==> src/rtl/uart_rx_framed.sv <==
// uart_rx_framed
//   Parametrised UART receiver with configurable data width, optional odd/even
//   parity and one or two stop bits. Completed frames land in a one-entry
//   valid/ready buffer together with per-frame parity and framing error flags.
//   A frame that completes while the buffer is still full is dropped and
//   reported with a single-cycle overrun pulse.
//
// Parameters
//   CLKS_PER_BIT  clocks per bit period (>= 4)
//   DATA_BITS     data bits per frame, 5..9, LSB first
//   PARITY        0 = none, 1 = odd, 2 = even
//   STOP_BITS     1 or 2
//
// Ports
//   clk           system clock
//   rst           asynchronous, active-high reset
//   i_rx          raw serial line, idle high, asynchronous to clk
//   o_data        received data word, bit 0 = first bit received
//   o_valid       o_data and error flags hold a frame
//   i_ready       consumer accepts the frame when o_valid && i_ready
//   o_parity_err  parity mismatch for the held frame (always 0 when PARITY = 0)
//   o_frame_err   a stop bit of the held frame was sampled low
//   o_overrun     one-cycle pulse: a completed frame was dropped, buffer full
//   o_busy        receiver is in any state other than idle

module uart_rx_framed #(
  parameter int unsigned CLKS_PER_BIT = 434,
  parameter int unsigned DATA_BITS    = 8,
  parameter int unsigned PARITY       = 0,
  parameter int unsigned STOP_BITS    = 1
) (
  input  logic                 clk,
  input  logic                 rst,
  input  logic                 i_rx,
  output logic [DATA_BITS-1:0] o_data,
  output logic                 o_valid,
  input  logic                 i_ready,
  output logic                 o_parity_err,
  output logic                 o_frame_err,
  output logic                 o_overrun,
  output logic                 o_busy
);

  localparam int unsigned CntW = $clog2(CLKS_PER_BIT) + 1;
  localparam int unsigned BitW = $clog2(DATA_BITS + 1);

  localparam logic [CntW-1:0] CntLast  = CntW'(CLKS_PER_BIT - 1);
  localparam logic [CntW-1:0] CntHalf  = CntW'((CLKS_PER_BIT - 1) / 2);
  localparam logic [BitW-1:0] DataLast = BitW'(DATA_BITS - 1);
  localparam logic [BitW-1:0] StopLast = BitW'(STOP_BITS - 1);
  // Folding the odd/even choice into one bit lets the parity check be a single XOR.
  localparam logic            ParOdd   = (PARITY == 1);
  localparam logic            HasPar   = (PARITY != 0);

  typedef enum logic [2:0] {
    StIdle,
    StStart,
    StData,
    StPar,
    StStop,
    StWaitHigh
  } state_e;

  // ---------------------------------------------------------------------------
  // Input synchroniser. Preset to 1 so reset looks like an idle line.
  // ---------------------------------------------------------------------------
  logic rx_meta_q;
  logic rx_q;

  always_ff @(posedge clk or posedge rst) begin
    if (rst) begin
      rx_meta_q <= 1'b1;
      rx_q      <= 1'b1;
    end else begin
      rx_meta_q <= i_rx;
      rx_q      <= rx_meta_q;
    end
  end

  // ---------------------------------------------------------------------------
  // Frame FSM
  // ---------------------------------------------------------------------------
  state_e                 state_q,   state_d;
  logic [CntW-1:0]        cnt_q,     cnt_d;
  logic [BitW-1:0]        bit_q,     bit_d;
  logic [DATA_BITS-1:0]   shift_q,   shift_d;
  logic                   par_err_q, par_err_d;
  logic                   frm_err_q, frm_err_d;
  logic                   commit_q,  commit_d;

  logic cnt_at_last;
  assign cnt_at_last = (cnt_q == CntLast);

  always_comb begin
    state_d   = state_q;
    cnt_d     = cnt_q;
    bit_d     = bit_q;
    shift_d   = shift_q;
    par_err_d = par_err_q;
    frm_err_d = frm_err_q;
    commit_d  = 1'b0;

    case (state_q)
      StIdle: begin
        cnt_d = '0;
        bit_d = '0;
        if (!rx_q) begin
          state_d = StStart;
        end
      end

      // Re-check the line at the middle of the start bit; a high level there
      // means the falling edge was a glitch and the frame is silently dropped.
      StStart: begin
        if (cnt_q == CntHalf) begin
          cnt_d = '0;
          if (!rx_q) begin
            state_d   = StData;
            bit_d     = '0;
            par_err_d = 1'b0;
            frm_err_d = 1'b0;
          end else begin
            state_d = StIdle;
          end
        end else begin
          cnt_d = cnt_q + CntW'(1);
        end
      end

      // Counter is aligned to the bit centre, so a full period lands on the
      // next centre. Bits shift in from the top so the first lands in bit 0.
      StData: begin
        if (cnt_at_last) begin
          cnt_d   = '0;
          shift_d = {rx_q, shift_q[DATA_BITS-1:1]};
          if (bit_q == DataLast) begin
            bit_d   = '0;
            state_d = HasPar ? StPar : StStop;
          end else begin
            bit_d = bit_q + BitW'(1);
          end
        end else begin
          cnt_d = cnt_q + CntW'(1);
        end
      end

      StPar: begin
        if (cnt_at_last) begin
          cnt_d     = '0;
          par_err_d = (^shift_q) ^ rx_q ^ ParOdd;
          bit_d     = '0;
          state_d   = StStop;
        end else begin
          cnt_d = cnt_q + CntW'(1);
        end
      end

      // A low final stop bit means the line may still be in a break; wait for
      // it to go high before hunting for the next start edge.
      StStop: begin
        if (cnt_at_last) begin
          cnt_d = '0;
          if (!rx_q) begin
            frm_err_d = 1'b1;
          end
          if (bit_q == StopLast) begin
            bit_d    = '0;
            commit_d = 1'b1;
            state_d  = rx_q ? StIdle : StWaitHigh;
          end else begin
            bit_d = bit_q + BitW'(1);
          end
        end else begin
          cnt_d = cnt_q + CntW'(1);
        end
      end

      StWaitHigh: begin
        cnt_d = '0;
        if (rx_q) begin
          state_d = StIdle;
        end
      end

      default: begin
        state_d = StIdle;
        cnt_d   = '0;
        bit_d   = '0;
      end
    endcase
  end

  always_ff @(posedge clk or posedge rst) begin
    if (rst) begin
      state_q   <= StIdle;
      cnt_q     <= '0;
      bit_q     <= '0;
      shift_q   <= '0;
      par_err_q <= 1'b0;
      frm_err_q <= 1'b0;
      commit_q  <= 1'b0;
    end else begin
      state_q   <= state_d;
      cnt_q     <= cnt_d;
      bit_q     <= bit_d;
      shift_q   <= shift_d;
      par_err_q <= par_err_d;
      frm_err_q <= frm_err_d;
      commit_q  <= commit_d;
    end
  end

  // ---------------------------------------------------------------------------
  // One-entry output buffer. commit_q is registered so the buffer sees the
  // flags including the final stop-bit sample.
  // ---------------------------------------------------------------------------
  logic [DATA_BITS-1:0] data_q,    data_d;
  logic                 valid_q,   valid_d;
  logic                 perr_o_q,  perr_o_d;
  logic                 ferr_o_q,  ferr_o_d;
  logic                 overrun_q, overrun_d;

  always_comb begin
    data_d    = data_q;
    valid_d   = valid_q;
    perr_o_d  = perr_o_q;
    ferr_o_d  = ferr_o_q;
    overrun_d = 1'b0;

    if (commit_q) begin
      // A consume on the same edge frees the slot for the new frame.
      if (!valid_q || i_ready) begin
        data_d   = shift_q;
        perr_o_d = par_err_q;
        ferr_o_d = frm_err_q;
        valid_d  = 1'b1;
      end else begin
        overrun_d = 1'b1;
      end
    end else if (valid_q && i_ready) begin
      valid_d = 1'b0;
    end
  end

  always_ff @(posedge clk or posedge rst) begin
    if (rst) begin
      data_q    <= '0;
      valid_q   <= 1'b0;
      perr_o_q  <= 1'b0;
      ferr_o_q  <= 1'b0;
      overrun_q <= 1'b0;
    end else begin
      data_q    <= data_d;
      valid_q   <= valid_d;
      perr_o_q  <= perr_o_d;
      ferr_o_q  <= ferr_o_d;
      overrun_q <= overrun_d;
    end
  end

  assign o_data       = data_q;
  assign o_valid      = valid_q;
  assign o_parity_err = perr_o_q;
  assign o_frame_err  = ferr_o_q;
  assign o_overrun    = overrun_q;
  assign o_busy       = (state_q != StIdle);

endmodule

==> config.mk <==
export PLATFORM = sky130hd
export DESIGN_NAME = uart_rx_framed
export DESIGN_NICKNAME = d
export VERILOG_FILES = /design/src/rtl/uart_rx_framed.sv
export SDC_FILE = /design/constraint.sdc
export NUM_CORES = 1
export LEC_CHECK = 0
export BUFFER_PORTS_ARGS = -buffer_cell sky130_fd_sc_hd__buf_2
export CELL_PAD_IN_SITES_DETAIL_PLACEMENT = 0
export CELL_PAD_IN_SITES_GLOBAL_PLACEMENT = 1
export CORE_MARGIN = 1.5
export CORE_UTILIZATION = 28
export DETAILED_ROUTE_END_ITERATION = 8
export MAX_ROUTING_LAYER = met4
export PLACE_DENSITY_LB_ADDON = 0.1
export SYNTH_ARGS = -nofsm -noshare
export SYNTH_HDL_FRONTEND = slang
export SYNTH_SLANG_ARGS = --single-unit
==> constraint.sdc <==
create_clock -name clk -period 2.85 [get_ports clk]
set_input_delay 0.57 -clock clk [delete_from_list [all_inputs] [get_ports clk]]
set_output_delay 0.57 -clock clk [all_outputs]
set_load 0.05 [all_outputs]
==> impl_metrics.py, run 1 <==
metrics = {
    "worst_setup_path": {
        "critical_path_class": "reg2reg",
        "worst_setup_path_start_kind": "register",
        "cp_data_required_time_ns": 3.02,
        "cp-end-kind": "register",
        "rr_worst_depth": 7,
        "crit_fanout": 6,
        "worstReg2RegEnd": "state_q[0]",
        "rrSetupSlack_ns": 0.59,
        "regToRegStartpoint": "cnt_q[0]",
        "crit_arrival_ns": 2.43,
    },
    "synthesis": {
        "yosysSeqAreaShare_pct": 51.2,
        "syn_inst": 182,
        "synth_edf_count": 0,
        "syn_nets": 191,
        "yosysMostFrequentCell": "dfrtp_1",
        "synth_top_area_cell": "dfrtp_1",
        "synth-main-ff-cell": "dfrtp_1",
        "synth_common_cells": "40 x dfrtp_1, 18 x mux2_2, 13 x nand2_1, 13 x nor2_1",
        "avgSynthCellArea_um2": 11.3,
        "synth_cell_type_count": 41,
        "ys_ff_latch": 42,
        "synth_top_area_share_pct": 48.6,
        "postSynth.asyncResetShare_pct": 100,
        "synth_warnings": 0,
        "syn-cell-area_um2": 2060,
        "synth.area.top_cells": "dfrtp_1 49%, mux2_2 9.8%, xnor2_1 4.3%",
    },
    "drt": {
        "wl_per_cell_um": 13.0,
        "via_count": 1378,
        "drc": 0,
        "drt_iter0_markers": 91,
        "ant_nets": 0,
        "drt-total-wl_um": 3940,
        "viasPerCell": 4.56,
        "drt-pass1-iter-count": 4,
    },
    "global_route": {
        "grt_overflow_total": 0,
        "antenna_found_initial": 0,
        "grt_pass1_wl_um": 6850,
        "grt_usage_pct": 11.9,
        "grt_start_max_net_pins": 43,
        "grt_pass1_vias": 1404,
    },
    "min_path": {
        "hold_depth": 0,
        "holdPathEnd": "rx_q",
        "hp-start": "rx_meta_q",
        "hp-class": "reg2reg",
    },
    "cells_and_area": {
        "n_antenna_cell": 0,
        "syn_to_final_growth_pct": 13.6,
        "fin_nets": 211,
        "fin_cells": 302,
        "layout-drive-gt1-share_pct": 25.1,
    },
    "floorplanning": {
        "num_rows": 31,
        "core_um2": 7180,
        "start_util_pct": 28.7,
        "dieHeight_um": 88.7,
        "die_w_um": 88.7,
        "die_area_um2": 7870,
        "pin_count": 17,
    },
    "pwr": {
        "ir_drop_v": 0.000241,
        "combPwrFrac_pct": 2.1,
        "leakagePower_uw": 0.00109,
        "power_frac_seq_pct": 59.7,
        "p_per_area_nw_per_um2": 430,
        "intPower_uw": 776,
        "swShare_pct": 22.8,
        "p_clk_share_pct": 38.2,
        "netSwitchingPower_uw": 229,
    },
    "placed_design": {
        "dp_cells": 294,
        "dp.final_hpwl_um": 2800,
        "portBuffers": 16,
        "place.gp.congestion": 0.801,
    },
    "timing": {
        "rsz0062_at_grt": "no",
        "maxSlewHeadroom_pct": 64.0,
        "worst_pin_slew_ns": 0.540,
        "finalSetupViolCount": 0,
        "finalHoldViolations": 0,
        "slew_viol_final": 0,
        "finClkSkew_ns": 0.0140,
        "min_period_ns": 2.26,
        "finalSetupTns_ns": 0,
        "max_freq_mhz": 443,
        "period_share_pct": 79.2,
    },
    "clock_network": {
        "clkSlewWorstSetupHoldPaths_ns": 0.08,
        "cts_buffers": 5,
        "clk_path_buf_depth": 2,
        "h-tree-depth": 2,
        "ctsResizeCount": 0,
        "insertion_delay_ns": 0.30,
        "cts_sinks": 42,
        "postCtsHoldBufs": 0,
        "cts_tree": "done",
        "clockRootBuffer": "clkbuf_8",
        "postCtsSetupRepairBufs": 0,
    },
    "status": {
        "status": "finished, final reports clean",
    },
    "flow_run": {
        "drv_cap": 0,
    },
}
[area by class of cell]
cell class,count,area (um2)
timing repair buffer,18,95.1
tap,99,124
fill,733,4840
inverter,7,26.3
sequential,42,1050
clock inverter,2,15.0
multi-input combinational,128,951
clock buffer,6,72.6
[worst max-delay path, stage by stage (launching register included)]
cell      delay [ns]
dfrtp_1         0.43
inv_1           0.07
ha_1            0.12
or3b_1          0.38
o31ai_2         0.33
and2_1          0.34
o311ai_4        0.14
mux2_4          0.32
[cells in the final DEF (no fill, tap or decap), types with 3 or more instances in the layout]
| cell type | n |
|---|---|
| nand3_1 | 10 |
| xor2_1 | 7 |
| ha_1 | 5 |
| inv_1 | 7 |
| dfrtp_1 | 40 |
| clkbuf_8 | 5 |
| or3_1 | 3 |
| a21oi_1 | 3 |
| and3_1 | 3 |
| xnor2_1 | 10 |
| nor3b_1 | 3 |
| buf_2 | 16 |
| nand2_1 | 13 |
| nor2_1 | 13 |
| o21ai_0 | 8 |
| mux2_2 | 18 |
| nand2b_1 | 5 |
[metrics by stage]
step	total power (uW)	instance area (um2)	utilization, %	hold slack (ns)	setup WS, ns
finish	1000	2340	32.6	0.359	0.592
global route	1050	2340	32.6	0.345	0.449
CTS	1020	2340	32.6	0.353	0.591
detailed placement	635	2250	31.4	0.347	0.622
global placement	634	2250	31.4	0.348	0.658
floorplan	626	2060	-	0.345	0.818
[layer usage]
layer / GRT usage (%) / vias to the layer above / share of wire [%] / routed length (um)
li1: - / 667 / - / -
met1: 15.7 / 677 / 50 / 1980
met2: 17.1 / 27 / 45 / 1760
met3: 3.17 / 7 / 3.1 / 124
met4: 5.26 / 0 / 1.8 / 71
met5: - / - / 0 / 0
[state kept, by name, indices dropped and copies added (netlist names)]
name	count
rx_meta_q	1
o_valid	1
state_q	3
o_frame_err	1
rx_q	1
bit_q	4
o_overrun	1
par_err_q	1
o_parity_err	1
o_data	8
shift_q	8
frm_err_q	1
commit_q	1
cnt_q	10
[worst max-delay path by stage]
stage,depth (start not counted),slack (ns),start,end
after CTS,7,0.59,cnt_q[0],state_q[0]
after floorplan,8,0.82,cnt_q[0],state_q[0]
after global placement,7,0.66,cnt_q[0],state_q[0]
after global routing,7,0.45,cnt_q[0],state_q[0]
after detailed placement,7,0.62,cnt_q[0],state_q[0]
final,7,0.59,cnt_q[0],state_q[0]
[cells by family (layout without fill, tap and decap cells)]
kind of cell | after synthesis | after routing | share of synthesized area, %
AOI/OAI and AO/OA | 23 | 23 | 8.63
xor gates and xnor gates | 17 | 17 | 7.23
adders and majority gates | 5 | 5 | 3.04
buffers and inverters | 12 | 33 | 2.61
DFF | 42 | 42 | 51.2
muxes | 19 | 19 | 10.6
and+or+nand+nor | 64 | 64 | 16.7
[power groups by stage]
stage	Clock [uW]	Sequential, uW	Combinational [uW]
floorplan	0	611	14.7
global placement	0	612	22.4
detailed placement	0	612	22.8
CTS	400	600	22.7
global route	424	601	24.8
finish	384	600	21.0
(Power assumes the default switching activity.)
==> run 2: changes to the inputs <==
- clock period: 2.85 -> 1.82 ns (I/O delays scaled with it)
==> run 2 against run 1 <==
Compared with the run above: maximum frequency is 14% higher; global-route usage is 1.3 points higher; sequential cell count stayed put; final cell count is 12% higher; critical path depth is 1 lower; power is 55% higher; clock power is 51% higher; non-clock buffer count is 35 higher; sequential power is 57% higher; largest power group unchanged; routed wire length is 17% higher; clock skew is 0.0066 ns lower; hold slack worse by 0.18 ns; the flow now finishes with violations (setup timing).
==> impl_metrics.py, run 2 (synthesis gave the netlist of run 1 again) <==
metrics = {
    "cells_and_area": {
        "syn_to_final_growth_pct": 35.0,
        "fill_cells": 704,
        "fin_cells": 337,
        "n_antenna_cell": 0,
        "layout-drive-gt1-share_pct": 44.1,
        "largest-register": "cnt_q",
        "largest_register_ffs": 10,
        "layout_common_cells": "39 x dfrtp_1, 26 x buf_4, 18 x mux2_2",
        "fin_nets": 246,
        "layout_commonest_cell": "dfrtp_1",
    },
    "timing": {
        "min_period_ns": 1.99,
        "finalSetupViolCount": 8,
        "max_freq_mhz": 504,
        "whs_ns": 0.180,
        "worst_pin_slew_ns": 0.692,
        "finalHoldViolations": 0,
        "setup_ws_ns": -0.165,
        "slew_viol_final": 0,
        "rsz0062_at_grt": "yes",
        "period_share_pct": 109,
        "finClkSkew_ns": 0.00743,
        "maxSlewHeadroom_pct": 53.4,
    },
    "global_route": {
        "grt_pass1_wl_um": 7690,
        "grt_overflow_total": 0,
        "grt_pass1_vias": 1584,
        "grt_usage_pct": 13.2,
        "grt_start_max_net_pins": 43,
        "antenna_found_initial": 0,
    },
    "floorplanning": {
        "die_area_um2": 7870,
        "start_util_pct": 28.7,
        "num_rows": 31,
        "core_um2": 7180,
        "pin_count": 17,
        "die_w_um": 88.7,
        "dieHeight_um": 88.7,
    },
    "placed_design": {
        "place_ws_ns": -0.169,
        "portBuffers": 16,
        "place.gp.congestion": 0.817,
        "dp_cells": 321,
        "dp.final_hpwl_um": 3220,
    },
    "worst_setup_path": {
        "rr_worst_depth": 6,
        "critical_path_class": "reg2reg",
        "worst_setup_path_start_kind": "register",
        "cp-end-kind": "register",
        "cp_data_required_time_ns": 2.00,
        "crit_fanout": 5,
        "crit_arrival_ns": 2.17,
    },
    "pwr": {
        "ir_drop_v": 0.000284,
        "p_per_area_nw_per_um2": 560,
        "leakagePower_uw": 0.00129,
    },
    "drt": {
        "drt-total-wl_um": 4600,
        "wl_per_cell_um": 13.6,
        "viasPerCell": 4.55,
        "drc": 0,
        "drt-pass1-iter-count": 4,
        "via_count": 1533,
        "ant_nets": 0,
        "drt_iter0_markers": 40,
    },
    "clock_network": {
        "clk_path_buf_depth": 2,
        "h-tree-depth": 2,
        "insertion_delay_ns": 0.29,
        "cts_sinks": 42,
        "clkSlewWorstSetupHoldPaths_ns": 0.08,
        "clockRootBuffer": "clkbuf_8",
        "cts_buffers": 5,
        "cts_tree": "done",
    },
    "min_path": {
        "hp-class": "in2reg",
        "hold_depth": 1,
    },
    "status": {
        "violations": "setup timing",
        "status": "finished with violations",
    },
    "flow_run": {
        "drv_cap": 0,
    },
}
run 2: cell count changes in the layout (fill, tap and decap cells not counted), moves of 4 or more:
cell,change
buf_4,+24
buf_6,+12
o21ai_0,-6
o21ai_1,+4
run 2: layout make-up:
cell class,count,area [um2],share of cell area [%]
Multi-Input combinational cell,128,1090,39.1
Sequential cell,42,1050,38.0
Timing Repair Buffer,53,405,14.6
Tap cell,99,124,4.46
Clock buffer,6,72.6,2.61
Inverter,7,26.3,0.946
Clock inverter,2,10.0,0.360
run 2: path summary, 6_finish.rpt:
path                              end       from  slack [ns]
max                        state_q[2]   cnt_q[9]       -0.17
min                         rx_meta_q       i_rx        0.18
max reg2reg                state_q[2]   cnt_q[9]       -0.17
min reg2reg                      rx_q  rx_meta_q        0.36
max in group asynchronous  state_q[1]        rst        1.23
min in group asynchronous  shift_q[3]        rst        0.20
run 2: timing repair:
action | 4_1_cts | 5_1_grt
buffers inserted | 4 | 4
endpoints found under the setup margin | 18 | 29
gates resized for setup | 21 | 24
hold buffers | 0 | 0
pin swaps | 3 | 5
run 2: per-layer routing:
metal  vias to the layer above  global-route usage (%)  wire [um]
li1                        744                       -          -
met1                       770                    16.4       2040
met3                         4                    2.33         94
met4                         0                    4.55         44
met5                         -                       -          0
met2                        15                    21.8       2410
run 2: worst max-delay path, cell delays in order, from the launching register on:
cell and delay (ns):
dfrtp_1 0.40, or3b_4 0.44, o32ai_2 0.31, buf_4 0.18, nand2_4 0.05, or3_1 0.33
a21o_1 0.16
run 2: metrics by stage:
stage	util (%)	power (uW)	setup TNS, ns	instance area, um2
finish	38.7	1560	-0.569	2780
detailed placement	34.3	996	-0.870	2460
global placement	34.3	994	-0.662	2460
floorplan	-	980	-0.197	2070
global route	38.7	1640	-1.72	2780
CTS	37.1	1580	-0.694	2660
run 2: where the power goes:
group          internal [uW]  switching (uW)  total, uW
Combinational           9.88            27.2       37.1
Sequential               936            3.01        939
Clock                    266             313        579
Total                   1210             343       1560
